--- src/rtl/ram_access_arbiter_if.sv ---
// Bus bundle between the RAM arbiter, its two requesters (fetch, data) and the shared RAM.
// timeout_err exists only when ARB_TIMEOUT_EN is defined.
interface ram_access_arbiter_if #(
  parameter int unsigned ADDR_W = 9
);
  logic              if_req;
  logic [ADDR_W-1:0] if_addr;
  logic [31:0]       if_rdata;
  logic              if_done;

  logic              dm_req;
  logic              dm_we;
  logic [1:0]        dm_size;
  logic [ADDR_W-1:0] dm_addr;
  logic [31:0]       dm_wdata;
  logic [31:0]       dm_rdata;
  logic              dm_done;

  logic              ram_mfa;
  logic              ram_rw;
  logic [ADDR_W-1:0] ram_addr;
  logic [1:0]        ram_size;
  logic [31:0]       ram_wdata;
  logic [31:0]       ram_rdata;
  logic              ram_moc;

  logic              busy;
  logic              align_err;
`ifdef ARB_TIMEOUT_EN
  logic              timeout_err;
`endif

  // Arbiter view
  modport slave (
    input  if_req, if_addr, dm_req, dm_we, dm_size, dm_addr, dm_wdata, ram_rdata, ram_moc,
    output if_rdata, if_done, dm_rdata, dm_done, ram_mfa, ram_rw, ram_addr, ram_size,
           ram_wdata, busy, align_err
`ifdef ARB_TIMEOUT_EN
    , output timeout_err
`endif
  );

  // Requester/RAM environment view
  modport master (
    output if_req, if_addr, dm_req, dm_we, dm_size, dm_addr, dm_wdata, ram_rdata, ram_moc,
    input  if_rdata, if_done, dm_rdata, dm_done, ram_mfa, ram_rw, ram_addr, ram_size,
           ram_wdata, busy, align_err
`ifdef ARB_TIMEOUT_EN
    , input timeout_err
`endif
  );
endinterface

--- src/rtl/ram_access_arbiter.sv ---
// Round-robin arbiter sharing one RAM between fetch and data ports with a four-phase MFA/MOC handshake.
// Optional ACCESS watchdog with sticky timeout_err when ARB_TIMEOUT_EN is defined.
module ram_access_arbiter #(
  parameter int unsigned ADDR_W = 9
`ifdef ARB_TIMEOUT_EN
  , parameter int unsigned TIMEOUT = 15
`endif
) (
  input logic               clk,
  input logic               reset,
  ram_access_arbiter_if.slave bus
);

  typedef enum logic [1:0] {IDLE, ACCESS, RELEASE, REJECT} state_t;

  state_t            state_q, state_d;
  logic              last_grant_q, last_grant_d;  // 1 = data port
  logic              gnt_dm_q, gnt_dm_d;
  logic              mfa_q, mfa_d;
  logic              rw_q, rw_d;
  logic [ADDR_W-1:0] addr_q, addr_d;
  logic [1:0]        size_q, size_d;
  logic [31:0]       wdata_q, wdata_d;
  logic [31:0]       if_rdata_q, if_rdata_d;
  logic [31:0]       dm_rdata_q, dm_rdata_d;
  logic              if_done_q, if_done_d;
  logic              dm_done_q, dm_done_d;
  logic              align_err_q, align_err_d;
  logic              busy_q, busy_d;

`ifdef ARB_TIMEOUT_EN
  localparam int unsigned CNT_W = ($clog2(TIMEOUT + 1) > 4) ? $clog2(TIMEOUT + 1) : 4;
  logic [CNT_W-1:0] cnt_q, cnt_d;
  logic             timeout_err_q, timeout_err_d;
`endif

  logic sel_dm;
  logic dm_misaligned;
  logic misaligned;

  // Contest goes to the requester opposite the last grant
  assign sel_dm        = bus.dm_req && (!bus.if_req || !last_grant_q);
  assign dm_misaligned = (bus.dm_size == 2'b00) ? 1'b0 :
                         (bus.dm_size == 2'b01) ? bus.dm_addr[0] :
                                                  (bus.dm_addr[1:0] != 2'b00);
  assign misaligned    = sel_dm ? dm_misaligned : (bus.if_addr[1:0] != 2'b00);

  always_comb begin
    state_d       = state_q;
    last_grant_d  = last_grant_q;
    gnt_dm_d      = gnt_dm_q;
    mfa_d         = 1'b0;
    rw_d          = rw_q;
    addr_d        = addr_q;
    size_d        = size_q;
    wdata_d       = wdata_q;
    if_rdata_d    = if_rdata_q;
    dm_rdata_d    = dm_rdata_q;
    if_done_d     = 1'b0;
    dm_done_d     = 1'b0;
    align_err_d   = 1'b0;
`ifdef ARB_TIMEOUT_EN
    cnt_d         = cnt_q;
    timeout_err_d = timeout_err_q;
`endif
    case (state_q)
      IDLE: begin
        if (bus.if_req || bus.dm_req) begin
          last_grant_d = sel_dm;
          gnt_dm_d     = sel_dm;
          if (misaligned) begin
            state_d     = REJECT;
            if_done_d   = !sel_dm;
            dm_done_d   = sel_dm;
            align_err_d = 1'b1;
          end else begin
            state_d = ACCESS;
            mfa_d   = 1'b1;
            addr_d  = sel_dm ? bus.dm_addr : bus.if_addr;
            rw_d    = sel_dm ? !bus.dm_we : 1'b1;
            size_d  = !sel_dm ? 2'b10 : ((bus.dm_size == 2'b11) ? 2'b10 : bus.dm_size);
            wdata_d = sel_dm ? bus.dm_wdata : 32'h0;
`ifdef ARB_TIMEOUT_EN
            cnt_d   = '0;
`endif
          end
        end
      end
      ACCESS: begin
        if (bus.ram_moc) begin
          state_d   = RELEASE;
          if_done_d = !gnt_dm_q;
          dm_done_d = gnt_dm_q;
          if (rw_q) begin
            if (gnt_dm_q) dm_rdata_d = bus.ram_rdata;
            else          if_rdata_d = bus.ram_rdata;
          end
        end
`ifdef ARB_TIMEOUT_EN
        else if (cnt_q == CNT_W'(TIMEOUT - 1)) begin
          // Give up: complete the request with stale rdata and flag it
          state_d       = RELEASE;
          if_done_d     = !gnt_dm_q;
          dm_done_d     = gnt_dm_q;
          timeout_err_d = 1'b1;
        end else begin
          mfa_d = 1'b1;
          cnt_d = cnt_q + CNT_W'(1);
        end
`else
        else begin
          mfa_d = 1'b1;
        end
`endif
      end
      RELEASE: begin
        if (!bus.ram_moc) state_d = IDLE;
      end
      REJECT: state_d = IDLE;
      default: state_d = IDLE;
    endcase
    busy_d = (state_d != IDLE);
  end

  always_ff @(posedge clk or negedge reset) begin
    if (!reset) begin
      state_q       <= IDLE;
      last_grant_q  <= 1'b0;
      gnt_dm_q      <= 1'b0;
      mfa_q         <= 1'b0;
      rw_q          <= 1'b0;
      addr_q        <= '0;
      size_q        <= 2'b00;
      wdata_q       <= 32'h0;
      if_rdata_q    <= 32'h0;
      dm_rdata_q    <= 32'h0;
      if_done_q     <= 1'b0;
      dm_done_q     <= 1'b0;
      align_err_q   <= 1'b0;
      busy_q        <= 1'b0;
`ifdef ARB_TIMEOUT_EN
      cnt_q         <= '0;
      timeout_err_q <= 1'b0;
`endif
    end else begin
      state_q       <= state_d;
      last_grant_q  <= last_grant_d;
      gnt_dm_q      <= gnt_dm_d;
      mfa_q         <= mfa_d;
      rw_q          <= rw_d;
      addr_q        <= addr_d;
      size_q        <= size_d;
      wdata_q       <= wdata_d;
      if_rdata_q    <= if_rdata_d;
      dm_rdata_q    <= dm_rdata_d;
      if_done_q     <= if_done_d;
      dm_done_q     <= dm_done_d;
      align_err_q   <= align_err_d;
      busy_q        <= busy_d;
`ifdef ARB_TIMEOUT_EN
      cnt_q         <= cnt_d;
      timeout_err_q <= timeout_err_d;
`endif
    end
  end

  assign bus.if_rdata  = if_rdata_q;
  assign bus.if_done   = if_done_q;
  assign bus.dm_rdata  = dm_rdata_q;
  assign bus.dm_done   = dm_done_q;
  assign bus.ram_mfa   = mfa_q;
  assign bus.ram_rw    = rw_q;
  assign bus.ram_addr  = addr_q;
  assign bus.ram_size  = size_q;
  assign bus.ram_wdata = wdata_q;
  assign bus.busy      = busy_q;
  assign bus.align_err = align_err_q;
`ifdef ARB_TIMEOUT_EN
  assign bus.timeout_err = timeout_err_q;
`endif

endmodule

--- src/flat_wrapper.sv ---
// flat-port wrapper written by rule: the top's interface ports become plain ports
module ram_access_arbiter_flat 
#(
  parameter int unsigned ADDR_W = 9

)
  (clk, reset, bus_if_req, bus_if_addr, bus_dm_req, bus_dm_we, bus_dm_size, bus_dm_addr, bus_dm_wdata, bus_ram_rdata, bus_ram_moc, bus_if_rdata, bus_if_done, bus_dm_rdata, bus_dm_done, bus_ram_mfa, bus_ram_rw, bus_ram_addr, bus_ram_size, bus_ram_wdata, bus_busy, bus_align_err);
  ram_access_arbiter_if #(.ADDR_W(ADDR_W)) bus_i ();
  input logic clk;
  input logic reset;
  input wire logic [$bits(bus_i.if_req)-1:0] bus_if_req;
  input wire logic [$bits(bus_i.if_addr)-1:0] bus_if_addr;
  input wire logic [$bits(bus_i.dm_req)-1:0] bus_dm_req;
  input wire logic [$bits(bus_i.dm_we)-1:0] bus_dm_we;
  input wire logic [$bits(bus_i.dm_size)-1:0] bus_dm_size;
  input wire logic [$bits(bus_i.dm_addr)-1:0] bus_dm_addr;
  input wire logic [$bits(bus_i.dm_wdata)-1:0] bus_dm_wdata;
  input wire logic [$bits(bus_i.ram_rdata)-1:0] bus_ram_rdata;
  input wire logic [$bits(bus_i.ram_moc)-1:0] bus_ram_moc;
  output wire logic [$bits(bus_i.if_rdata)-1:0] bus_if_rdata;
  output wire logic [$bits(bus_i.if_done)-1:0] bus_if_done;
  output wire logic [$bits(bus_i.dm_rdata)-1:0] bus_dm_rdata;
  output wire logic [$bits(bus_i.dm_done)-1:0] bus_dm_done;
  output wire logic [$bits(bus_i.ram_mfa)-1:0] bus_ram_mfa;
  output wire logic [$bits(bus_i.ram_rw)-1:0] bus_ram_rw;
  output wire logic [$bits(bus_i.ram_addr)-1:0] bus_ram_addr;
  output wire logic [$bits(bus_i.ram_size)-1:0] bus_ram_size;
  output wire logic [$bits(bus_i.ram_wdata)-1:0] bus_ram_wdata;
  output wire logic [$bits(bus_i.busy)-1:0] bus_busy;
  output wire logic [$bits(bus_i.align_err)-1:0] bus_align_err;
  assign bus_i.if_req = bus_if_req;
  assign bus_i.if_addr = bus_if_addr;
  assign bus_i.dm_req = bus_dm_req;
  assign bus_i.dm_we = bus_dm_we;
  assign bus_i.dm_size = bus_dm_size;
  assign bus_i.dm_addr = bus_dm_addr;
  assign bus_i.dm_wdata = bus_dm_wdata;
  assign bus_i.ram_rdata = bus_ram_rdata;
  assign bus_i.ram_moc = bus_ram_moc;
  assign bus_if_rdata = bus_i.if_rdata;
  assign bus_if_done = bus_i.if_done;
  assign bus_dm_rdata = bus_i.dm_rdata;
  assign bus_dm_done = bus_i.dm_done;
  assign bus_ram_mfa = bus_i.ram_mfa;
  assign bus_ram_rw = bus_i.ram_rw;
  assign bus_ram_addr = bus_i.ram_addr;
  assign bus_ram_size = bus_i.ram_size;
  assign bus_ram_wdata = bus_i.ram_wdata;
  assign bus_busy = bus_i.busy;
  assign bus_align_err = bus_i.align_err;
  ram_access_arbiter #(.ADDR_W(ADDR_W)) u_core (.clk(clk), .reset(reset), .bus(bus_i));
endmodule
--- config.mk ---
export PLATFORM = sky130hd
export DESIGN_NAME = ram_access_arbiter_flat
export DESIGN_NICKNAME = d
export VERILOG_FILES = /design/src/rtl/ram_access_arbiter_if.sv /design/src/rtl/ram_access_arbiter.sv /design/src/flat_wrapper.sv
export SDC_FILE = /design/constraint.sdc
export NUM_CORES = 1
export LEC_CHECK = 0
export BUFFER_PORTS_ARGS = -buffer_cell sky130_fd_sc_hd__clkbuf_2
export CORE_AREA = 2 2 98 118
export CTS_BUF_LIST = sky130_fd_sc_hd__clkbuf_16
export CTS_CLUSTER_SIZE = 10
export DETAILED_ROUTE_END_ITERATION = 16
export DIE_AREA = 0 0 100 120
export GPL_ROUTABILITY_DRIVEN = 0
export GPL_TIMING_DRIVEN = 0
export PLACE_DENSITY = 0.75
export RECOVER_POWER = 100
export SYNTH_ARGS = -nofsm -noshare
export SYNTH_HDL_FRONTEND = slang
export SYNTH_SLANG_ARGS = --single-unit
export TNS_END_PERCENT = 100
--- constraint.sdc ---
create_clock -name clk -period 4.31 [get_ports clk]
set_input_delay 0.862 -clock clk [delete_from_list [all_inputs] [get_ports clk]]
set_output_delay 0.862 -clock clk [all_outputs]
set_load 0.01 [all_outputs]
# Word-level counts from Yosys, hierarchy flattened
# Index checks and enable logic that the tools add are counted.
# word_totals
register_bits,116
input_bits,90
out_inout_bits,113
wordCells,64
# op_classes
n_eq_ne,5
mux,28
bitwise_logic,2
reduce_logical,16
# ops
operator,count
two-way mux 32 bit,1
two-way mux 1 bit,16
two-way mux 2 bit,6
two-way mux 9 bit,1
case mux 2 bit (4 select lines),1
AND reduction 4 bit,2
"== test 2 bit, second input constant",3
case mux 1 bit (2 select lines),3
nonzero test 2 bit,3
"== test 2 x 1 -> 1 bit, second input constant",2
logical NOT 1 bit,4
logical NOT 2 bit,2
AND reduction 3 bit,1
logical OR 1 bit,2
NOT 1 bit,2
AND reduction 2 bit,1
logical AND 1 bit,1

# Longest topological paths before layout
# logic_depth
depth_word,8
ltp_mapped,7
depth_no_buf,4

# Worst setup path before layout
# No wires, ideal clock.
# synth_timing
kind,input-to-reg
from,input port bus_dm_req
to,register u_core.addr_q[0] (netlist: u_core.bus.ram_addr[0])
setup_time_ns,0.125
arrival_time_ns,1.985
required_time_ns,4.185
path_slack_ns,2.201
stages,4
n_path_buf,0
cell_sequence,a21boi_2 > or3_4 > a21oi_4 > mux2_2
# synth_via
elab_chain_cells,4
elab_cells_between_ends,6
cone_classes,2 x mux; 1 x bitwise; 3 x reduce/logical
# synth_rtl
element,line,rtl
"start, declared",flat_wrapper.sv:13,input wire logic [$bits(bus_i.dm_req)-1:0] bus_dm_req;
logical AND 1 bit,ram_access_arbiter.sv:42,assign sel_dm = bus.dm_req && (!bus.if_req || !last_grant_q);
two-way mux 1 bit,ram_access_arbiter.sv:46,assign misaligned = sel_dm ? dm_misaligned : (bus.if_addr[1:0] != 2'b00);
NOT 1 bit (no line),--,
AND reduction 3 bit (no line),--,
"end signal, assigned",ram_access_arbiter.sv:151,addr_q <= addr_d;
"end, declared",ram_access_arbiter.sv:21,"logic [ADDR_W-1:0] addr_q, addr_d;"
# Parallel ways exist; a longest one is shown, timed or not.
# A chain may end at the register's enable or synchronous reset.

# Worst setup path after layout
# layout_timing
from,input port bus_dm_req
to,register u_core.addr_q[1] (netlist: u_core.bus.ram_addr[1])
# Same word-level chain as after synthesis.

==> Implementation_results.wiki <==
{| class="wikitable"
! Metric !! Value
|-
| Startpoint type of the worst setup path || primary input
|-
| Number of clock sinks || 116
|-
| DP Area || between 5000 and 6000 um^2
|-
| Number of H-tree levels || 4
|-
| Max Transition Viols Final || 0
|-
| Met2 wire length || 5.56 mm
|-
| Number of warning messages in the yosys log || 0
|-
| Worst setup path class || primary input to register
|-
| Core area || about 11000 um^2
|-
| First-pass GRT wire length || about 18 mm
|-
| Setup TNS || 0 ns
|-
| Clock transition at the registers of the reported paths || 0.05 ns
|-
| Clock tree from TritonCTS || yes
|-
| Portion of netlist area occupied by mux cells || 17.6%
|-
| Worst hold path cell count || 1
|-
| Post-layout minimum cycle time || 2.40 ns
|-
| Site Rows || 42
|-
| Die boundary height || 120 um
|-
| Die width || 100 um
|-
| Final period utilization || 55.8%
|-
| Total of max-cap violations || 0
|-
| FF-to-FF Start || u_core.state_q[0]
|-
| Final hold viol count || 0
|-
| Total wirelength of the detailed-routed design || 11.4 mm
|-
| Maximum fanout encountered on the critical timing path || 10
|-
| Power Total || 4.97 mW
|-
| Number of instances in the synthesized netlist || 348
|-
| Post-route non-filler standard cell count || 714
|-
| Later-pin clock latency in the skew report || 0.40 ns
|-
| Most frequent standard cell in the layout excluding fill and tap cells || clkbuf_1
|-
| Max Root-Sink Buffers || 2
|-
| Number of distinct standard cells referenced by the synthesized netlist || 34
|-
| Post-Syn Area per Cell || around 14 um^2
|-
| Cell at the root of the clock tree || clkbuf_16
|-
| Min setup slack post-route || ~1.9 ns
|-
| Xor/xnor cell area share of the yosys netlist || 0.183%
|-
| Synthesized-area fraction occupied by ao, oa, aoi and oai cells || 14.2%
|-
| Detailed-routing iteration count for the pre-antenna-repair pass || 4
|-
| Number of nets with antenna violations after detailed routing || 0
|-
| Leakage component of the power || 2.87 nW
|-
| Actual slew at the worst max-slew pin || approximately 0.9 ns
|-
| Initial antenna violation count || 0
|-
| Inserted Clock Buffers || 17
|-
| Sequential fraction of the synthesis area || 60.7%
|-
| Total congestion overflow || 0
|-
| Wire length on met3 || about 970 um
|-
| Worst path required time || 4.59 ns
|-
| Unrepaired setup endpoints after global routing || false
|-
| Final-layout worst hold slack || 0.500 ns
|-
| Num ports || 203
|-
| Data arrival time of the critical path || 2.69 ns
|-
| Max Clock Skew || 0.00704 ns
|-
| Via-per-instance ratio || 5.23
|-
| Top sig layer || met4
|-
| Post-cts repair resize count || 0
|-
| Placed cell count || 682
|-
| Worst-case reg-to-reg path depth || 4
|-
| EDFF count, synth || 0
|-
| Core utilization of the finished layout || 58.1%
|-
| Total standard cell area after synthesis || 4780 um^2
|-
| Global routing usage summed across all routing layers || 19.0%
|-
| Post-CTS setup buffers || 0
|-
| Net count, final || 659
|-
| Status || complete, no violations
|-
| Register bit count reported by yosys || 116
|-
| Area share of and/or/nand/nor cells after synthesis || slightly above 4%
|-
| Hold bufs inserted after CTS || 0
|-
| Antenna cell count || 0
|-
| Highest clock rate || 0.416 GHz
|-
| Worst IR drop on VDD || 0.339 mV
|-
| Async set-or-reset flop fraction in the synthesized netlist || 100%
|-
| Initial Utilization || ~44%
|-
| Combinational family with the most area after synthesis || multiplexers
|-
| Worst-case hold path end point || u_core.bus.if_rdata[18]
|-
| Type of element capturing the critical path || register
|-
| Fill count || 978
|-
| Vias in the first global route || 3786
|-
| Worst R2R End || u_core.bus.ram_addr[1]
|-
| Post-Synth Adder-Cell Area || 0%
|-
| Design area || 6350 um^2
|-
| Layout Area Growth over Synthesis || 32.8%
|-
| Routed length on met1 || approximately 4.8 mm
|-
| Largest net degree at the start of global routing || 117
|-
| Die area || 12000 um^2
|-
| Launch point of the worst hold path || u_core.bus.if_rdata[18]
|-
| Flop-to-flop setup slack || 1.94 ns
|-
| Count of input and output buffers || 202
|-
| Areal power density over the cells || 784 nW/um^2
|-
| DP HPWL || between 8 and 9 mm
|-
| Most frequent cells in the layout || 135 x clkbuf_1, 116 x dfrtp_1, 85 x clkbuf_2
|-
| Detailed Route Iter0 Violations || 123
|-
| Predominant post-synthesis flop cell || dfrtp_1
|-
| DRC Markers || 0
|-
| Worst hold path type || register to register
|-
| Layout cell share with drive strength beyond 1 || 33.3%
|-
| WL per Instance || 16.0 um
|-
| Worst rel slew slack || 38.9%
|-
| Post-Synthesis Net Count || 438
|-
| Vias after detailed routing || 3735
|-
| Placement Setup Slack || 1.79 ns
|-
| Final setup violation count || 0
|}
worst max-delay path by stage:
stage                                     endpoint         startpoint  cells past startpoint  slack [ns]
after floorplan             u_core.bus.ram_addr[0]         bus_dm_req                      4        2.20
after global routing        u_core.bus.ram_addr[2]  u_core.state_q[0]                      4        1.73
after global placement    u_core.bus.ram_wdata[12]              reset                      1        0.77
final                       u_core.bus.ram_addr[1]         bus_dm_req                      5        1.91
after CTS                  u_core.bus.dm_rdata[17]        bus_ram_moc                      5        2.24
after detailed placement   u_core.bus.dm_rdata[15]        bus_ram_moc                      5        1.79
state kept, by name, summed over array words and instances (netlist names):
register,cells
u_core.bus.if_done,1
u_core.bus.ram_rw,1
u_core.bus.align_err,1
u_core.bus.dm_done,1
u_core.bus.ram_wdata,32
u_core.bus.busy,1
u_core.bus.ram_addr,9
u_core.bus.ram_mfa,1
u_core.last_grant_q,1
u_core.bus.if_rdata,32
u_core.bus.ram_size,2
u_core.state_q,2
u_core.bus.dm_rdata,32
routing by layer:
layer | global-route usage, % | vias up
li1 | - | 1733
met3 | 6.99 | 7
met1 | 22.8 | 1837
met4 | 5.91 | 0
met2 | 31.8 | 158
met5 | 0 | -
where the power goes:
part	internal (mW)	switching (mW)	total [mW]
clock network	0.902	0.493	1.40
logic	0.757	0.865	1.62
registers	1.62	0.334	1.96
cells in the mapped netlist (all sizes together) (4+ instances only):
library cell	instances	area, um^2
o21ai	5	25.0
a22oi	34	255
o2bb2ai	32	280
nor2	5	18.8
mux2	73	830
buf	16	98.8
inv	4	15.0
clkbuf	8	40.0
nand2	32	120
dfrtp	116	2900
kinds of logic after synthesis:
family,count (synthesis)
buffers and inverters,28
AND/OR/NAND/NOR,45
XOR/XNOR,1
AO/OA/AOI/OAI,84
multiplexers,74
flip-flops,116
area by class of cell:
type | count | area [um^2] | area share (%)
multi-input combinational | 204 | 1700 | 26.8
inverter | 4 | 15.0 | 0.237
timing repair buffer | 202 | 875 | 13.8
clock buffer | 17 | 425 | 6.70
tap | 132 | 165 | 2.60
buffer | 24 | 96.3 | 1.52
sequential | 116 | 2900 | 45.7
clock inverter | 15 | 165 | 2.60
worst max-delay path, stage by stage:
cell and delay (ns):
clkbuf_1 0.13, a21boi_2 0.20, or3_4 0.34, a21oi_1 0.74
mux2_2 0.42
No activity file was read; power rests on OpenSTA's default activity.
